### src/rtl/sipo_rx_pkg.sv
// Shared types and helpers for the serial-to-parallel frame receiver.
package sipo_rx_pkg;

    // Receiver framing state: waiting for a start-marked bit, or assembling a word.
    typedef enum logic {
        IDLE  = 1'b0,
        SHIFT = 1'b1
    } rx_state_e;

    // Bit counter width. The counter never exceeds N-1, so $clog2(N) bits suffice.
    function automatic int unsigned cnt_width(input int unsigned n);
        return (n < 2) ? 1 : $clog2(n);
    endfunction

endpackage

### src/rtl/sipo_frame_rx_hold_reg.sv
// One-entry valid/ready holding register for assembled words.
// A load that finds the slot occupied and not draining is dropped and reported.
module rx_hold_reg #(
    parameter int unsigned N = 8
) (
    input  logic         clk,
    input  logic         rst,
    input  logic         load,
    input  logic [N-1:0] load_data,
    input  logic         m_ready,
    output logic [N-1:0] m_data,
    output logic         m_valid,
    output logic         drop
);

    logic accept_c;
    logic drain_c;

    // Slot can take a new word when empty or being consumed this cycle.
    always_comb begin
        drain_c  = m_valid && m_ready;
        accept_c = load && (!m_valid || m_ready);
    end

    // Holding register update plus registered drop pulse.
    always_ff @(posedge clk) begin
        if (rst) begin
            m_data  <= '0;
            m_valid <= 1'b0;
            drop    <= 1'b0;
        end else begin
            drop <= load && m_valid && !m_ready;
            if (accept_c) begin
                m_data  <= load_data;
                m_valid <= 1'b1;
            end else if (drain_c) begin
                m_valid <= 1'b0;
            end
        end
    end

endmodule

### src/rtl/sipo_frame_rx.sv
// Serial-to-parallel frame receiver: assembles start-marked serial frames into
// N-bit words and hands them off through a one-word valid/ready holding register.
module sipo_frame_rx
    import sipo_rx_pkg::*;
#(
    parameter int unsigned N         = 8,
    parameter bit          MSB_FIRST = 1'b1
) (
    input  logic         clk,
    input  logic         rst,
    input  logic         s_valid,
    input  logic         s_data,
    input  logic         s_start,
    output logic [N-1:0] m_data,
    output logic         m_valid,
    input  logic         m_ready,
    output logic         busy,
    output logic         overflow,
    output logic         frame_err
);

    localparam int unsigned     CNT_W    = cnt_width(N);
    localparam logic [CNT_W-1:0] LAST_CNT = CNT_W'(N - 1);
    localparam logic [CNT_W-1:0] ONE_CNT  = CNT_W'(1);

    rx_state_e        state;
    logic [N-1:0]     shreg;
    logic [CNT_W-1:0] bit_cnt;

    logic [N-1:0]     shift_c;
    logic [N-1:0]     first_c;
    logic             start_c;
    logic             abort_c;
    logic             done_c;

    // Insert one received bit at the end selected by bit order.
    function automatic logic [N-1:0] insert_bit(input logic [N-1:0] base, input logic b);
        if (MSB_FIRST) begin
            return {base[N-2:0], b};
        end else begin
            return {b, base[N-1:1]};
        end
    endfunction

    // Next shift-register images and framing events for the current bit.
    always_comb begin
        shift_c = insert_bit(shreg, s_data);
        first_c = insert_bit({N{1'b0}}, s_data);
        start_c = s_valid && s_start;
        abort_c = (state == SHIFT) && start_c;
        done_c  = (state == SHIFT) && s_valid && !s_start && (bit_cnt == LAST_CNT);
    end

    // Framing FSM, shift register and bit counter with registered busy/frame_err.
    always_ff @(posedge clk) begin
        if (rst) begin
            state     <= IDLE;
            busy      <= 1'b0;
            frame_err <= 1'b0;
            shreg     <= '0;
            bit_cnt   <= '0;
        end else begin
            frame_err <= abort_c;
            case (state)
                IDLE: begin
                    // Unmarked bits outside a frame are discarded silently.
                    if (start_c) begin
                        shreg   <= first_c;
                        bit_cnt <= ONE_CNT;
                        state   <= SHIFT;
                        busy    <= 1'b1;
                    end
                end
                SHIFT: begin
                    if (start_c) begin
                        // New frame restarts assembly; partial word is lost.
                        shreg   <= first_c;
                        bit_cnt <= ONE_CNT;
                    end else if (s_valid) begin
                        if (bit_cnt == LAST_CNT) begin
                            shreg   <= '0;
                            bit_cnt <= '0;
                            state   <= IDLE;
                            busy    <= 1'b0;
                        end else begin
                            shreg   <= shift_c;
                            bit_cnt <= bit_cnt + ONE_CNT;
                        end
                    end
                end
                default: begin
                    state <= IDLE;
                    busy  <= 1'b0;
                end
            endcase
        end
    end

    // Completed word (including the Nth bit) goes straight to the holding register.
    rx_hold_reg #(
        .N(N)
    ) u_hold (
        .clk      (clk),
        .rst      (rst),
        .load     (done_c),
        .load_data(shift_c),
        .m_ready  (m_ready),
        .m_data   (m_data),
        .m_valid  (m_valid),
        .drop     (overflow)
    );

endmodule

### config.mk
export PLATFORM = sky130hd
export DESIGN_NAME = sipo_frame_rx
export DESIGN_NICKNAME = d
export VERILOG_FILES = /design/src/rtl/sipo_rx_pkg.sv /design/src/rtl/sipo_frame_rx_hold_reg.sv /design/src/rtl/sipo_frame_rx.sv
export SDC_FILE = /design/constraint.sdc
export NUM_CORES = 1
export LEC_CHECK = 0
export CAP_MARGIN = 40
export CORE_UTILIZATION = 50
export CTS_CLUSTER_SIZE = 25
export DETAILED_ROUTE_END_ITERATION = 7
export GPL_TIMING_DRIVEN = 0
export PLACE_DENSITY_LB_ADDON = 0.25
export SYNTH_ARGS = -nofsm -noshare
export SYNTH_HDL_FRONTEND = slang
export SYNTH_SLANG_ARGS = --single-unit
### constraint.sdc
create_clock -name clk -period 1.9 [get_ports clk]
set_input_delay 0.285 -clock clk [delete_from_list [all_inputs] [get_ports clk]]
set_output_delay 0.285 -clock clk [all_outputs]
set_load 0.005 [all_outputs]
==> results.py, run 1 <==
metrics = {
    "status": {
        "run_status": "finished, final reports clean",
    },
    "floorplanning": {
        "floorplan.initialDensity_pct": 55.3,
        "placeableCoreArea_um2": 1800,
        "dieArea_um2": 2170,
        "die_width_um": 46.6,
        "floorplan.io_pins": 18,
        "core.rowCount": 15,
        "dieHeight_um": 46.6,
    },
    "route": {
        "detail_route.vias_per_cell": 5.19,
        "drtAntennaViolNets": 0,
        "1st_pass_router_iterations": 3,
        "drt_iter0_markers": 11,
        "route.top_layer_used": "met4",
        "wl_met3_um": 34,
        "detail_route.wirelength.met1_um": 807,
        "routed_wl_um": 1630,
        "met2_length_um": 744,
        "final_routed_drc_violation_total": 0,
        "detailroute.via_count": 748,
        "detail_route.wl_per_cell_um": 11.3,
    },
    "finish": {
        "layout.nets": 129,
        "final_cell_area_um2": 1200,
        "multi_input_comb_area_um2": 482,
        "final_layout_size_suffix_gt1_share_pct": 9.24,
        "num-fill-cells": 154,
        "layout_common_cells": "23 x sky130_fd_sc_hd__dfxtp_1, 17 x sky130_fd_sc_hd__nand2b_1, 15 x sky130_fd_sc_hd__clkdlybuf4s50_1",
        "layout.cells.most_common": "sky130_fd_sc_hd__dfxtp_1",
        "flow.area_growth_from_synthesis_pct": 21.0,
        "regArea_um2": 460,
        "count_of_antenna_diodes_in_the_layout": 0,
    },
    "clocking": {
        "root_buffer": "sky130_fd_sc_hd__clkbuf_4",
        "hold_buffers_post_cts": 0,
        "clock_path_buffers": 2,
        "later_pin_clock_latency_in_the_skew_report_ns": 0.31,
        "tritoncts": "built",
        "clk_pin_slew_worst_paths_ns": 0.13,
        "cts_resized": 0,
        "h-tree-depth": 1,
        "cts.repair_timing.setup_buffer_count": 0,
        "clock_sink_count": 23,
        "tritoncts.num_buffers": 3,
    },
    "global_routing": {
        "antenna_found_initial": 0,
        "overall_global_routing_resource_usage_pct": 17.9,
        "global_route_wire_length_before_repair_um": 2680,
        "grt_start_max_net_pins": 14,
        "number_of_global_route_vias_before_repair": 642,
        "total_global_routing_overflow": 0,
    },
    "power_and_ir_drop": {
        "leakage_nw": 0.456,
        "max-vdd-ir-drop_mv": 0.484,
        "power_density_nw_per_um2": 654,
    },
    "placed_design": {
        "placement.io_buffers": 15,
        "total_half_perimeter_wirelength_after_legalization_and_detailed_placement_um": 1170,
        "placed_cell_areas_um2": 1180,
        "gp_congestion": 0.700,
    },
    "timing": {
        "timing.final.setup_violations": 0,
        "setup_tns_ns": 0,
        "rsz0062_at_grt": "no",
        "max-slew-margin-rel_pct": 72.3,
        "hold_viol": 0,
        "finalWorstPathRequiredPeriod_ns": 1.52,
        "timing_max_transition_violations_final": 0,
        "worst-slew-pin-transition_ns": 0.416,
        "fin_skew_ns": 0.00753,
        "clock.fmax_ghz": 0.657,
        "finalCritPeriodShare_pct": 80.1,
    },
    "setup_path": {
        "crit_path_arrival_time_ns": 1.78,
        "required_time_of_the_critical_path_ns": 2.15,
        "crit_fanout": 4,
        "worstSetupEndpointType": "flop",
        "dominant_cell_type_by_count_on_the_critical_path": "sky130_fd_sc_hd__ha_1",
        "slack_of_the_worst_reg_to_reg_path_ns": 0.38,
        "slowest_stage": "sky130_fd_sc_hd__or3b_1",
        "crit_path_cell_trace": "ha_1 -> ha_1 -> nor2b_1 -> or3b_1 -> a21oi_1",
        "worst-setup-path-type": "flop to flop",
        "setup.worst_path.start_class": "flop",
        "rr_startpoint": "bit_cnt[0]",
        "cp_slowest_stage_delay_ns": 0.36,
        "cp-startpoint": "bit_cnt[0]",
    },
    "synthesis": {
        "seq_area_frac_synth_pct": 46.2,
        "synthesis.instances": 100,
        "synth.cell_area_um2": 996,
        "yosysWarnings": 0,
        "yosys_register_bits": 23,
        "synth.avg_cell_area_um2": 9.96,
        "synth.net_count": 109,
        "post_synth_num_cell_types": 23,
    },
    "flow_run": {
        "max-cap-violations": 0,
    },
    "min_path": {
        "worst_hold_startpoint": "s_start",
        "worstHoldPathType": "primary input to flop",
    },
}
==> synth_stat cells <==
cell type / instances / area share, %
sky130_fd_sc_hd__dfxtp_1: 23 / 46
sky130_fd_sc_hd__nand2b_1: 17 / 11
sky130_fd_sc_hd__a22oi_1: 8 / 6.0
sky130_fd_sc_hd__mux2i_1: 8 / 8.0
sky130_fd_sc_hd__nor2_1: 8 / 3.0
sky130_fd_sc_hd__a21oi_1: 6 / 3.0
sky130_fd_sc_hd__nand2_1: 6 / 2.3
sky130_fd_sc_hd__ha_1: 3 / 3.8
sky130_fd_sc_hd__nor3_1: 3 / 1.5
sky130_fd_sc_hd__buf_4: 2 / 1.5
sky130_fd_sc_hd__buf_6: 2 / 2.3
sky130_fd_sc_hd__clkbuf_1: 2 / 0.75
sky130_fd_sc_hd__nor2b_1: 2 / 1.3
sky130_fd_sc_hd__and3b_1: 1 / 0.88
sky130_fd_sc_hd__and4bb_1: 1 / 1.3
sky130_fd_sc_hd__buf_2: 1 / 0.50
sky130_fd_sc_hd__inv_1: 1 / 0.38
sky130_fd_sc_hd__nand3_1: 1 / 0.50
sky130_fd_sc_hd__nand4b_4: 1 / 2.4
sky130_fd_sc_hd__nor3b_1: 1 / 0.75
sky130_fd_sc_hd__o21ai_0: 1 / 0.50
sky130_fd_sc_hd__o21ai_4: 1 / 1.6
sky130_fd_sc_hd__or3b_1: 1 / 0.88
==> area by class of cell <==
cell class / instances / share of cell area [%]
multi-input combinational: 69 / 40.0
sequential: 23 / 38.2
timing repair buffer: 15 / 12.5
buffer: 7 / 4.15
tap: 25 / 2.60
clock buffer: 3 / 1.87
clock inverter: 1 / 0.415
inverter: 1 / 0.312
==> sequential cells by signal, summed over array words and instances (netlist names) <==
name,flops
u_hold.drop,1
busy,1
bit_cnt,3
shreg,7
frame_err,1
u_hold.m_valid,1
u_hold.m_data,8
state,1
==> metal layers <==
layer / vias to the layer above / GRT usage (%)
met2: 11 / 27.8
met4: 0 / 10.3
met3: 5 / 3.53
li1: 381 / -
met1: 351 / 23.0
met5: - / 0
==> path summary, 6_finish.rpt <==
| check | to | cells after the start |
|---|---|---|
| setup reg to reg | shreg[0] | 5 |
| hold reg to reg | u_hold.m_data[5] | 2 |
| hold / removal | frame_err | 3 |
| setup / recovery | shreg[0] | 5 |
==> cell families (layout without fill, tap and decap cells) <==
logic type	count (synthesis)	count (layout)	synth area share, %
AND/OR/NAND/NOR	42	42	25.4
flip-flops	23	23	46.2
AO/OA/AOI/OAI	16	16	11.2
multiplexers	8	8	8.04
buffers and inverters	8	27	5.40
adder cells (fa/ha/maj)	3	3	3.77
==> worst max-delay path: cells and delay by family, from the launching register on <==
| kind | cells | cell delay [ns] |
|---|---|---|
| AND/OR/NAND/NOR | 2 | 0.52 |
| adder cells (fa/ha/maj) | 2 | 0.47 |
| flip-flops | 1 | 0.35 |
| AO/OA/AOI/OAI | 1 | 0.13 |
==> stage by stage <==
stage | util (%) | hold WS (ns) | power, W | instances | worst slack, ns
global placement | 65.3 | 0.456 | 0.000566 | 140 | 0.305
detailed placement | 65.3 | 0.467 | 0.000567 | 140 | 0.271
floorplan | - | 0.440 | 0.000548 | 100 | 0.477
CTS | 66.9 | 0.228 | 0.000790 | 144 | 0.373
global route | 66.9 | 0.225 | 0.000819 | 144 | 0.267
finish | 66.9 | 0.231 | 0.000788 | 144 | 0.378
==> power breakdown <==
| part | internal, W | total [W] | switching (W) | leakage, nW |
|---|---|---|---|---|
| Combinational | 0.0000315 | 0.0000638 | 0.0000323 | 0.252 |
| Clock | 0.0000787 | 0.000232 | 0.000153 | 0.0177 |
| Sequential | 0.000489 | 0.000493 | 0.00000406 | 0.186 |
(Power assumes the default switching activity.)
==> run 2: changes to the inputs <==
clock period = 1.6 ns   (was 1.9 ns; I/O delays follow)
==> run 2 against run 1 <==
Effect of this change:
- design area increased by 0.21%
- cell count unchanged
- combinational power increased by 21%
- sequential power increased by 19%
- first-iteration DRC count increased by 18%
- utilization increased by 0.14 points
- register-to-register slack got worse by 0.26 ns
- clock-buffer cell count unchanged
- critical endpoint is now u_hold.m_data[2]
- critical path depth increased by 1
- die area unchanged
- highest routed layer unchanged
- global-route usage unchanged
- via count decreased by 0.40%
==> results.py, run 2 (synthesis results as in run 1) <==
metrics = {
    "timing": {
        "timing.final.setup_violations": 0,
        "final_worst_setup_slack_ns": 0.118,
        "hold_viol": 0,
        "clock.fmax_ghz": 0.675,
        "worst-slew-pin-transition_ns": 0.418,
        "fin_skew_ns": 0.00578,
        "rsz0062_at_grt": "no",
        "max-slew-margin-rel_pct": 72.1,
        "timing_max_transition_violations_final": 0,
        "setup_tns_ns": 0,
        "finalCritPeriodShare_pct": 92.6,
        "finalWorstPathRequiredPeriod_ns": 1.48,
    },
    "setup_path": {
        "worst-setup-path-type": "flop to flop",
        "worstSetupEndpointType": "flop",
        "crit_fanout": 8,
        "cp-startpoint": "bit_cnt[0]",
        "critical_path.reg2reg.endpoint": "u_hold.m_data[2]",
        "rr_startpoint": "bit_cnt[0]",
        "slack_of_the_worst_reg_to_reg_path_ns": 0.12,
        "setup.worst_path.start_class": "flop",
        "required_time_of_the_critical_path_ns": 1.85,
        "timing.reg2reg.worst_path_depth": 6,
        "crit_path_arrival_time_ns": 1.74,
    },
    "clocking": {
        "root_buffer": "sky130_fd_sc_hd__clkbuf_4",
        "hold_buffers_post_cts": 0,
        "tritoncts.num_buffers": 3,
        "clk_pin_slew_worst_paths_ns": 0.13,
        "clock_sink_count": 23,
        "later_pin_clock_latency_in_the_skew_report_ns": 0.31,
        "tritoncts": "built",
        "clock_path_buffers": 2,
        "cts_resized": 0,
        "h-tree-depth": 1,
        "cts.repair_timing.setup_buffer_count": 0,
    },
    "min_path": {
        "hold_path_end": "frame_err",
        "worstHoldPathCells": 3,
        "worst_hold_startpoint": "s_start",
        "worstHoldPathType": "primary input to flop",
    },
    "placed_design": {
        "placement.io_buffers": 15,
        "dp.cells": 140,
        "dpl_worst_slack_ns": 0.0158,
        "total_half_perimeter_wirelength_after_legalization_and_detailed_placement_um": 1170,
        "gp_congestion": 0.700,
    },
    "route": {
        "drt_iter0_markers": 13,
        "detail_route.vias_per_cell": 5.17,
        "final_routed_drc_violation_total": 0,
        "1st_pass_router_iterations": 4,
        "detailroute.via_count": 745,
        "drtAntennaViolNets": 0,
        "detail_route.wl_per_cell_um": 11.7,
        "routed_wl_um": 1680,
    },
    "floorplanning": {
        "placeableCoreArea_um2": 1800,
        "die_width_um": 46.6,
        "core.rowCount": 15,
        "dieHeight_um": 46.6,
        "dieArea_um2": 2170,
        "floorplan.initialDensity_pct": 55.3,
        "floorplan.io_pins": 18,
    },
    "global_routing": {
        "antenna_found_initial": 0,
        "overall_global_routing_resource_usage_pct": 17.9,
        "total_global_routing_overflow": 0,
        "number_of_global_route_vias_before_repair": 642,
        "global_route_wire_length_before_repair_um": 2680,
        "grt_start_max_net_pins": 14,
    },
    "finish": {
        "layout_common_cells": "23 x sky130_fd_sc_hd__dfxtp_1, 17 x sky130_fd_sc_hd__nand2b_1, 15 x sky130_fd_sc_hd__clkdlybuf4s50_1",
        "final_layout_size_suffix_gt1_share_pct": 10.1,
        "register_ranked_first_by_flip_flop_count": "u_hold.m_data",
        "layout.cells.non_filler": 144,
        "num-fill-cells": 155,
        "layout.nets": 129,
        "flow.area_growth_from_synthesis_pct": 21.2,
        "count_of_antenna_diodes_in_the_layout": 0,
        "largest_reg_flops": 8,
        "layout.cells.most_common": "sky130_fd_sc_hd__dfxtp_1",
        "largest_registers": "u_hold.m_data (8), shreg (7), bit_cnt (3)",
    },
    "flow_run": {
        "max-cap-violations": 0,
    },
    "power_and_ir_drop": {
        "power_density_nw_per_um2": 773,
        "leakage_nw": 0.453,
        "max-vdd-ir-drop_mv": 0.569,
    },
    "status": {
        "run_status": "finished, final reports clean",
    },
}
run 2: cell type report:
type	count	area, µm²	area share, %
Multi-Input combinational cell	69	484	40.1
Sequential cell	23	460	38.1
Timing Repair Buffer	15	150	12.4
Buffer	7	50.0	4.15
Tap cell	25	31.3	2.59
Clock buffer	3	22.5	1.87
Clock inverter	1	5.00	0.415
Inverter	1	3.75	0.311
run 2: worst max-delay path by stage:
stage | end | cells past startpoint
detailed placement | shreg[5] | 4
finish | u_hold.m_data[2] | 6
CTS | u_hold.m_data[7] | 6
floorplan | shreg[0] | 5
global placement | bit_cnt[1] | 4
global route | u_hold.m_data[2] | 6
run 2: through the flow:
step	power, W	area [µm²]	util, %	hold slack, ns
2_1_floorplan	0.000651	996	-	0.395
3_3_place_gp	0.000672	1180	65.3	0.456
3_5_place_dp	0.000674	1180	65.3	0.467
4_1_cts	0.000938	1200	66.9	0.183
5_1_grt	0.000974	1210	67.0	0.182
6_report	0.000934	1210	67.0	0.188
run 2: critical path, stage by stage, from the launching register on:
cell                       delay [ns]
sky130_fd_sc_hd__dfxtp_1         0.38
sky130_fd_sc_hd__ha_1            0.18
sky130_fd_sc_hd__ha_2            0.23
sky130_fd_sc_hd__nand4b_4        0.12
sky130_fd_sc_hd__nor2b_1         0.12
sky130_fd_sc_hd__buf_4           0.20
sky130_fd_sc_hd__mux2i_1         0.20
run 2: power by group:
group / internal (W) / total, W / switching (W)
sequential: 0.000580 / 0.000585 / 0.00000475
clock: 0.0000934 / 0.000272 / 0.000179
combinational: 0.0000374 / 0.0000769 / 0.0000395
run 2: routing by layer:
metal	routed length [µm]	track usage, %	up-vias
li1	-	-	378
met1	809	23.0	344
met2	784	27.8	18
met3	47	3.53	5
met4	38	10.3	0
met5	0	0	-
